`src/rtl/fifo_write_arbiter_pkg.sv`:
```
// Shared definitions for the FIFO write-port arbiter: FSM encodings and a
// constant-evaluable ceiling log2 used to size pointers and counters.
package fifo_write_arbiter_pkg;

   typedef enum logic [1:0] {
      ST_IDLE  = 2'd0,
      ST_GRANT = 2'd1,
      ST_STALL = 2'd2
   } state_t;

   function automatic int clog2(input int value);
      int r;
      r = 0;
      while ((1 << r) < value) r++;
      return r;
   endfunction

endpackage

```
`src/rtl/fifo_write_arbiter_rr_priority_select.sv`:
```
// Combinational round-robin picker: first valid requester at or after rr_ptr,
// wrapping modulo N, returned one-hot together with an any-valid flag.
module fifo_write_arbiter_rr_priority_select
   import fifo_write_arbiter_pkg::*;
#(
   parameter int N  = 4,
   parameter int PW = clog2(N)
) (
   input  logic [N-1:0]  req_valid,
   input  logic [PW-1:0] rr_ptr,
   output logic [N-1:0]  winner,
   output logic          any_valid
);

   logic [PW-1:0] idx;

   // NOTE: every output of a combinational block gets a default before any
   // conditional assignment, so no path leaves it holding a value (no latch).
   always_comb begin
      winner    = '0;
      any_valid = 1'b0;
      idx       = '0;
      for (int k = 0; k < N; k++) begin
         idx = PW'((int'(rr_ptr) + k) % N);
         if (!any_valid && req_valid[idx]) begin
            winner[idx] = 1'b1;
            any_valid   = 1'b1;
         end
      end
   end

endmodule

```
`src/rtl/fifo_write_arbiter.sv`:
```
// Shares one FIFO write port between N requesters: round-robin grants, bursts
// of up to BURST words per grant, stalls on almost_full/full without data loss.
module fifo_write_arbiter
   import fifo_write_arbiter_pkg::*;
#(
   parameter int N     = 4,
   parameter int WIDTH = 32,
   parameter int BURST = 4
) (
   input  logic               clk,
   input  logic               reset,
   input  logic [N-1:0]       req_valid,
   input  logic [N*WIDTH-1:0] req_data,
   output logic [N-1:0]       req_ack,
   input  logic               almost_full,
   input  logic               full,
   output logic               fifo_write,
   output logic [WIDTH-1:0]   fifo_din,
   output logic [N-1:0]       grant,
   output logic               overflow
);

   localparam int PW = clog2(N);
   localparam int CW = clog2(BURST + 1);

   state_t          state, state_nxt;
   logic [PW-1:0]   rr_ptr, rr_ptr_nxt;
   logic [CW-1:0]   burst_cnt, burst_cnt_nxt;
   logic [N-1:0]    grant_nxt;
   logic [N-1:0]    winner;
   logic            any_valid;
   logic [PW-1:0]   grant_idx;
   logic [PW-1:0]   next_ptr;
   logic [WIDTH-1:0] grant_data;
   logic            g_valid;
   logic            blocked;
   logic            xfer;

   fifo_write_arbiter_rr_priority_select #(.N(N), .PW(PW)) u_select (
      .req_valid (req_valid),
      .rr_ptr    (rr_ptr),
      .winner    (winner),
      .any_valid (any_valid)
   );

   always_comb begin
      grant_idx  = '0;
      grant_data = '0;
      for (int i = 0; i < N; i++) begin
         if (grant[i]) begin
            grant_idx  = PW'(i);
            grant_data = req_data[i*WIDTH +: WIDTH];
         end
      end
   end

   assign g_valid  = req_valid[grant_idx];
   assign blocked  = almost_full | full;
   assign next_ptr = (grant_idx == PW'(N - 1)) ? '0 : grant_idx + 1'b1;
   assign req_ack  = (xfer && !reset) ? grant : '0;

   always_comb begin
      state_nxt     = state;
      grant_nxt     = grant;
      rr_ptr_nxt    = rr_ptr;
      burst_cnt_nxt = burst_cnt;
      xfer          = 1'b0;
      case (state)
         ST_IDLE: begin
            if (any_valid) begin
               grant_nxt     = winner;
               burst_cnt_nxt = '0;
               state_nxt     = ST_GRANT;
            end
         end
         ST_GRANT: begin
            // A dropped valid releases the grant even under backpressure.
            if (!g_valid) begin
               grant_nxt  = '0;
               rr_ptr_nxt = next_ptr;
               state_nxt  = ST_IDLE;
            end else if (blocked) begin
               state_nxt = ST_STALL;
            end else begin
               xfer          = 1'b1;
               burst_cnt_nxt = burst_cnt + 1'b1;
               if (burst_cnt + 1'b1 == CW'(BURST)) begin
                  grant_nxt  = '0;
                  rr_ptr_nxt = next_ptr;
                  state_nxt  = ST_IDLE;
               end
            end
         end
         ST_STALL: begin
            if (!blocked) state_nxt = ST_GRANT;
         end
         default: begin
            grant_nxt = '0;
            state_nxt = ST_IDLE;
         end
      endcase
   end

   // NOTE: sequential state uses non-blocking assignments so every register
   // samples the pre-edge values, independent of statement order.
   always_ff @(posedge clk) begin
      if (reset) begin
         state      <= ST_IDLE;
         rr_ptr     <= '0;
         burst_cnt  <= '0;
         grant      <= '0;
         fifo_write <= 1'b0;
         fifo_din   <= '0;
         overflow   <= 1'b0;
      end else begin
         state      <= state_nxt;
         rr_ptr     <= rr_ptr_nxt;
         burst_cnt  <= burst_cnt_nxt;
         grant      <= grant_nxt;
         fifo_write <= xfer;
         if (xfer) fifo_din <= grant_data;
         overflow   <= overflow | (fifo_write & full);
      end
   end

endmodule

```
`config.mk`:
```
export PLATFORM = sky130hd
export DESIGN_NAME = fifo_write_arbiter
export DESIGN_NICKNAME = d
export VERILOG_FILES = /design/src/rtl/fifo_write_arbiter_pkg.sv /design/src/rtl/fifo_write_arbiter_rr_priority_select.sv /design/src/rtl/fifo_write_arbiter.sv
export SDC_FILE = /design/constraint.sdc
export NUM_CORES = 1
export LEC_CHECK = 0
export BUFFER_PORTS_ARGS = -buffer_cell sky130_fd_sc_hd__clkbuf_2
export CAP_MARGIN = 10
export CORE_ASPECT_RATIO = 1.4
export CORE_MARGIN = 5
export CORE_UTILIZATION = 35
export DETAILED_ROUTE_END_ITERATION = 6
export GPL_ROUTABILITY_DRIVEN = 0
export HOLD_SLACK_MARGIN = 0.03
export PLACE_DENSITY_LB_ADDON = 0.15
export SETUP_SLACK_MARGIN = 0.5
export SLEW_MARGIN = 25
export SYNTH_ARGS = -nofsm -noshare
export SYNTH_HDL_FRONTEND = slang
export SYNTH_SLANG_ARGS = --single-unit
```
`constraint.sdc`:
```
create_clock -name clk -period 5.1 [get_ports clk]
set_clock_uncertainty 0.2 [all_clocks]
set_input_delay 0.51 -clock clk [delete_from_list [all_inputs] [get_ports clk]]
set_output_delay 0.51 -clock clk [all_outputs]
set_load 0.05 [all_outputs]
```
# Yosys cells after proc, flatten, opt, wreduce, memory -nomap -nowiden
# Cells that the tools add are included.
# W data, S select, Z words.
# classes
addsub	5
magnitude_cmp	9
n_eq_ne	13
muxes	56
bitwise	7
n_reduce_logical	18
# op_table
op	count
$mux W32	4
$mux W4	9
$mux W2	11
$mux W1	17
$lt A2 B3 Y1 const B	5
$or A4 B4 Y4	3
$pmux W4 S3	1
$bmux W1 S2	5
$ne A2 B2 Y1 const B	5
$mux W3	3
$demux W1 S2	4
$ge A2 B1 Y1 const B	4
$logic_and A1 B1 Y1	8
$reduce_and A4 Y1	2
$ne A3 B3 Y1 const B	2
$pmux W2 S3	1
$pmux W3 S2	1
$reduce_and A3 Y1	2
$add A2 B1 Y2 const B	2
$add A2 B2 Y2 const B	2
$eq A2 B2 Y1 const B	2
$logic_not A1 Y1	4
$ne A4 B4 Y1 const B	1
$add A3 B1 Y3 const B	1
8 further kinds	9
# word_totals
reg_bits	45
output_inout_bits	42
word_cells	115

# Longest topological paths before layout
# logic_depth
ltp_word	14
mapped_depth	8
ltp_nobuf	7

# Modules after synthesis
# A second synthesis with hierarchy kept.
# hier_totals
cells_unflattened	408
hier_area_um2	3363.2
# by_module_without_submodules
module	instances	cells_per_inst	area_per_inst_um2	seq_area_each_um2
fifo_write_arbiter	1	346	2869.0	900.9
fifo_write_arbiter_rr_priority_select	1	62	494.2	0.0

# Worst setup path after synthesis
# Ideal clock, no wire load.
# synth_path
path_kind	register to output
start	register grant[3]
end	output port req_ack[0]
t_arrival_ps	1916
required_time_ps	4390
path_slack_ps	2474
path_stages_with_launch	7
path_cell_list	dfxtp_1 -> buf_2 -> nor3b_2 -> nor3_2 -> nand3_1 -> nor2_1 -> and2_1
# synth_via
elab_chain_cells	7
# synth_lines
item	line	source
from (decl)	fifo_write_arbiter.sv:19	output logic [N-1:0] grant,
from (signal assigned)	fifo_write_arbiter.sv:119	grant <= grant_nxt;
$mux W2	fifo_write_arbiter.sv:50	if (grant[i]) begin
$bmux W1 S2	fifo_write_arbiter.sv:57	assign g_valid = req_valid[grant_idx];
$mux W1 (implied by the code)	fifo_write_arbiter.sv:57	
$mux W1	fifo_write_arbiter.sv:78	if (!g_valid) begin
$mux W1	fifo_write_arbiter.sv:68	case (state)
$logic_and A1 B1 Y1	fifo_write_arbiter.sv:60	assign req_ack = (xfer && !reset) ? grant : '0;
$mux W4	fifo_write_arbiter.sv:60	
to (decl)	fifo_write_arbiter.sv:14	output logic [N-1:0] req_ack,
# Every way passes these cells. The select of a mux whose other input is x is not followed.

# Final worst setup path
# layout_path
start	register grant[2]
end	output port req_ack[0]
# layout_via
elab_chain_cells	8
# layout_lines
item	line
$mux W2 (2 in a row)	fifo_write_arbiter.sv:50
$bmux W1 S2	fifo_write_arbiter.sv:57
$mux W1 (implied by the code)	fifo_write_arbiter.sv:57
$mux W1	fifo_write_arbiter.sv:78
$mux W1	fifo_write_arbiter.sv:68
$logic_and A1 B1 Y1	fifo_write_arbiter.sv:60
$mux W4	fifo_write_arbiter.sv:60
# Every way passes these cells. The select of a mux whose other input is x is not followed.

==> out/metrics.yaml <==
min_path:
  min_from: "overflow$_SDFF_PP0_"
  hold_path_class: "register to register"
  min_to: "overflow$_SDFF_PP0_"
  whs_path_depth: 2
clock_tree:
  post_cts_resized: 0
  cts-hold-fix-buffers: 0
  clock-sinks: 45
  cts_buffer_depth: 2
  post_cts_buffers: 0
  path_clk_slew_ns: 0.06
  root_buffer: "clkbuf_16"
  clkLatencyLatePin_ns: 0.28
  htree_levels: 2
  cts_tree: "yes"
  tritoncts.num_buffers: 5
power_and_ir_drop:
  clkPwrFrac_pct: 32.6
  p_leak_nw: 1.74
  combinationalPowerShare_pct: 35.1
  ir_drop_mv: 0.189
  p_sw_share_pct: 34.6
  internal_power_w: 0.000826
  p_seq_share_pct: 32.3
  power.density_nw_per_um2: 318
  net-switching-power_w: 0.000438
logic_synthesis:
  synth_top_family_by_area: "compound AO/OA/AOI/OAI gates"
  synthTopCellsByCount: "nor2_1 (78), dfxtp_1 (45), a211oi_1 (34), a221oi_1 (32), a22oi_1 (32)"
  synth-simple-area-share_pct: 19.1
  avgSynthCellArea_um2: 8.13
  synth-async-reset-ratio_pct: 0
  synth-xor-area-share_pct: 0.305
  synth-edff-count: 0
  synth-adder-area-share_pct: 3.92
  syn_area_um2: 2870
  synth-compound-area-share_pct: 34.5
  synthTopCellsByArea: "dfxtp_1 (31%), nor2_1 (10%), a221oi_1 (9.8%)"
  synth_nets: 498
  yosys.area.top_type: "dfxtp_1"
  yosysSeqAreaShare_pct: 31.4
  muxShareOfSynthArea_pct: 4.36
  synth_top_area_share_pct: 31.4
  yosysWarnings: 0
  synthFlopType: "dfxtp_1"
  synth_cells: 353
  ys_ff_latch: 45
  synth.distinct_cells: 44
  synth.most_common_cell: "nor2_1"
worst_setup_path:
  worstPathArrival_ns: 2.30
  critPathMaxFanout: 16
  r2r_start: "rr_ptr[0]$_SDFFE_PP0P_"
  worstSetupPathType: "register to output port"
  crit_path_start_kind: "register"
  reg2reg_depth: 7
  worstSetupEndpointType: "output port"
  required_ns: 4.39
  r2r_slack_ns: 2.39
  startpoint: "grant[2]$_SDFFE_PP0P_"
  crit_path_max_incr_delay_ns: 0.51
  critPathSlowestCell: "dfxtp_1"
  r2r-end: "grant[0]$_SDFFE_PP0P_"
  worstPathCellList: "nor3b_2, nor3_2, nand3_1, nor2_1, and2_1, clkbuf_2"
timing:
  period_share_pct: 58.9
  setup_viol: 0
  layout_setup_ws_ns: 2.09
  fin_crit_ns: 3.01
  rsz0062_at_grt: "no"
  worst_pin_slew_ns: 0.731
  maxSlewViolCount: 0
  fmax_mhz: 333
  hold_violations: 0
  slew_headroom_pct: 51.1
  finalSetupTns_ns: 0
placed_design:
  hpwl_um: 7730
  dp_cells: 602
  post-place-ws_ns: 2.39
  port_buffers: 177
floorplan:
  ios: 178
  start_util_pct: 35.4
  core-area_um2: 8100
  placementRows: 39
  die_h_um: 117
  die_w_um: 86.5
  fp.dieArea_um2: 10100
global_routing:
  grt_max_degree: 68
  antenna_found_initial: 0
  grt_remaining_overflow: 0
  grt_pass1_vias: 3036
  grt_pass1_wl_um: 15100
  grtUsageTotal_pct: 18.6
finish:
  drive_gt1_share_pct: 40.2
  num-fill-cells: 842
  fin_cells: 610
  area_growth_pct: 38.4
  antenna_cells: 0
  fin_nets: 652
  fin_util_pct: 49.0
drt:
  route.detailed.drc: 0
  drt_wl_total_um: 9860
  initialDrtViolationCount: 99
  ant_nets: 0
  drt-pass1-iter-count: 4
  post_drt_wl_per_cell_um: 16.2
  avgViaCountPerCell: 5.41
  num_vias: 3300
job:
  max-cap-violations: 0
run_status:
  status: "finished, final reports clean"
critical path, delay by kind of cell, from the launching register on:
family / cells / cell delay, ns
flip-flops: 1 / 0.51
buffers and inverters: 1 / 0.28
AND/OR/NAND/NOR: 5 / 1.23
area by class of cell:
type	count	area [um2]	share of cell area (%)
Inverter	6	22.5	0.567
Tap cell	102	128	3.21
Timing Repair Buffer	182	923	23.3
Sequential cell	45	902	22.7
Clock inverter	3	68.8	1.73
Multi-Input combinational cell	267	1800	45.4
Clock buffer	5	125	3.15
flip-flops by register name (all words and copies together), names as in the netlist:
register	flops
fifo_din	32
grant	4
burst_cnt	3
rr_ptr	2
state	2
fifo_write	1
overflow	1
power groups by stage:
stage	combinational (W)	clock [W]	sequential, W
2_1_floorplan	0.000254	0	0.000468
6_report	0.000443	0.000412	0.000409
3_3_place_gp	0.000442	0	0.000416
3_5_place_dp	0.000446	0	0.000416
5_1_grt	0.000491	0.000439	0.000413
4_1_cts	0.000449	0.000425	0.000408
cells by family (layout without fill, tap and decap cells):
| group | after synthesis | count (layout) |
|---|---|---|
| mux | 12 | 12 |
| flops | 45 | 45 |
| xor+xnor | 1 | 1 |
| buf+inv | 41 | 196 |
| simple gates | 116 | 116 |
| compound gates | 129 | 129 |
| fa+ha+maj | 9 | 9 |
layout by cell type (no fill, tap or decap), drive strengths merged, types with 8 or more instances in the layout:
| master | instances |
|---|---|
| a211oi | 34 |
| a21oi | 8 |
| a221oi | 32 |
| a22oi | 32 |
| clkbuf | 182 |
| dfxtp | 45 |
| ha | 9 |
| mux2i | 8 |
| nor2 | 78 |
| o21ai | 8 |
metal layers:
metal / vias to the layer above / wire, um / track usage, %
li1: 1664 / - / -
met1: 1507 / 3880 / 21.8
met2: 113 / 5070 / 32.9
met3: 16 / 631 / 3.71
met4: 0 / 284 / 7.38
met5: - / 0 / 0
through the flow:
stage / power (W) / hold WS, ns / instance area, um2
final: 0.00126 / 0.265 / 3970
after detailed placement: 0.000862 / 0.261 / 3770
after global placement: 0.000857 / 0.252 / 3770
after CTS: 0.00128 / 0.275 / 3970
after floorplan: 0.000722 / 0.285 / 2870
after global routing: 0.00134 / 0.298 / 3970
worst max-delay path by stage:
stage,end,cells after the start,slack (ns)
floorplan,req_ack[0],6,2.47
global placement,req_ack[3],7,2.43
detailed placement,req_ack[0],7,2.39
CTS,req_ack[0],6,2.10
global route,req_ack[0],6,1.85
finish,req_ack[0],6,2.09
Note: power is estimated with default switching activity, not from simulation.
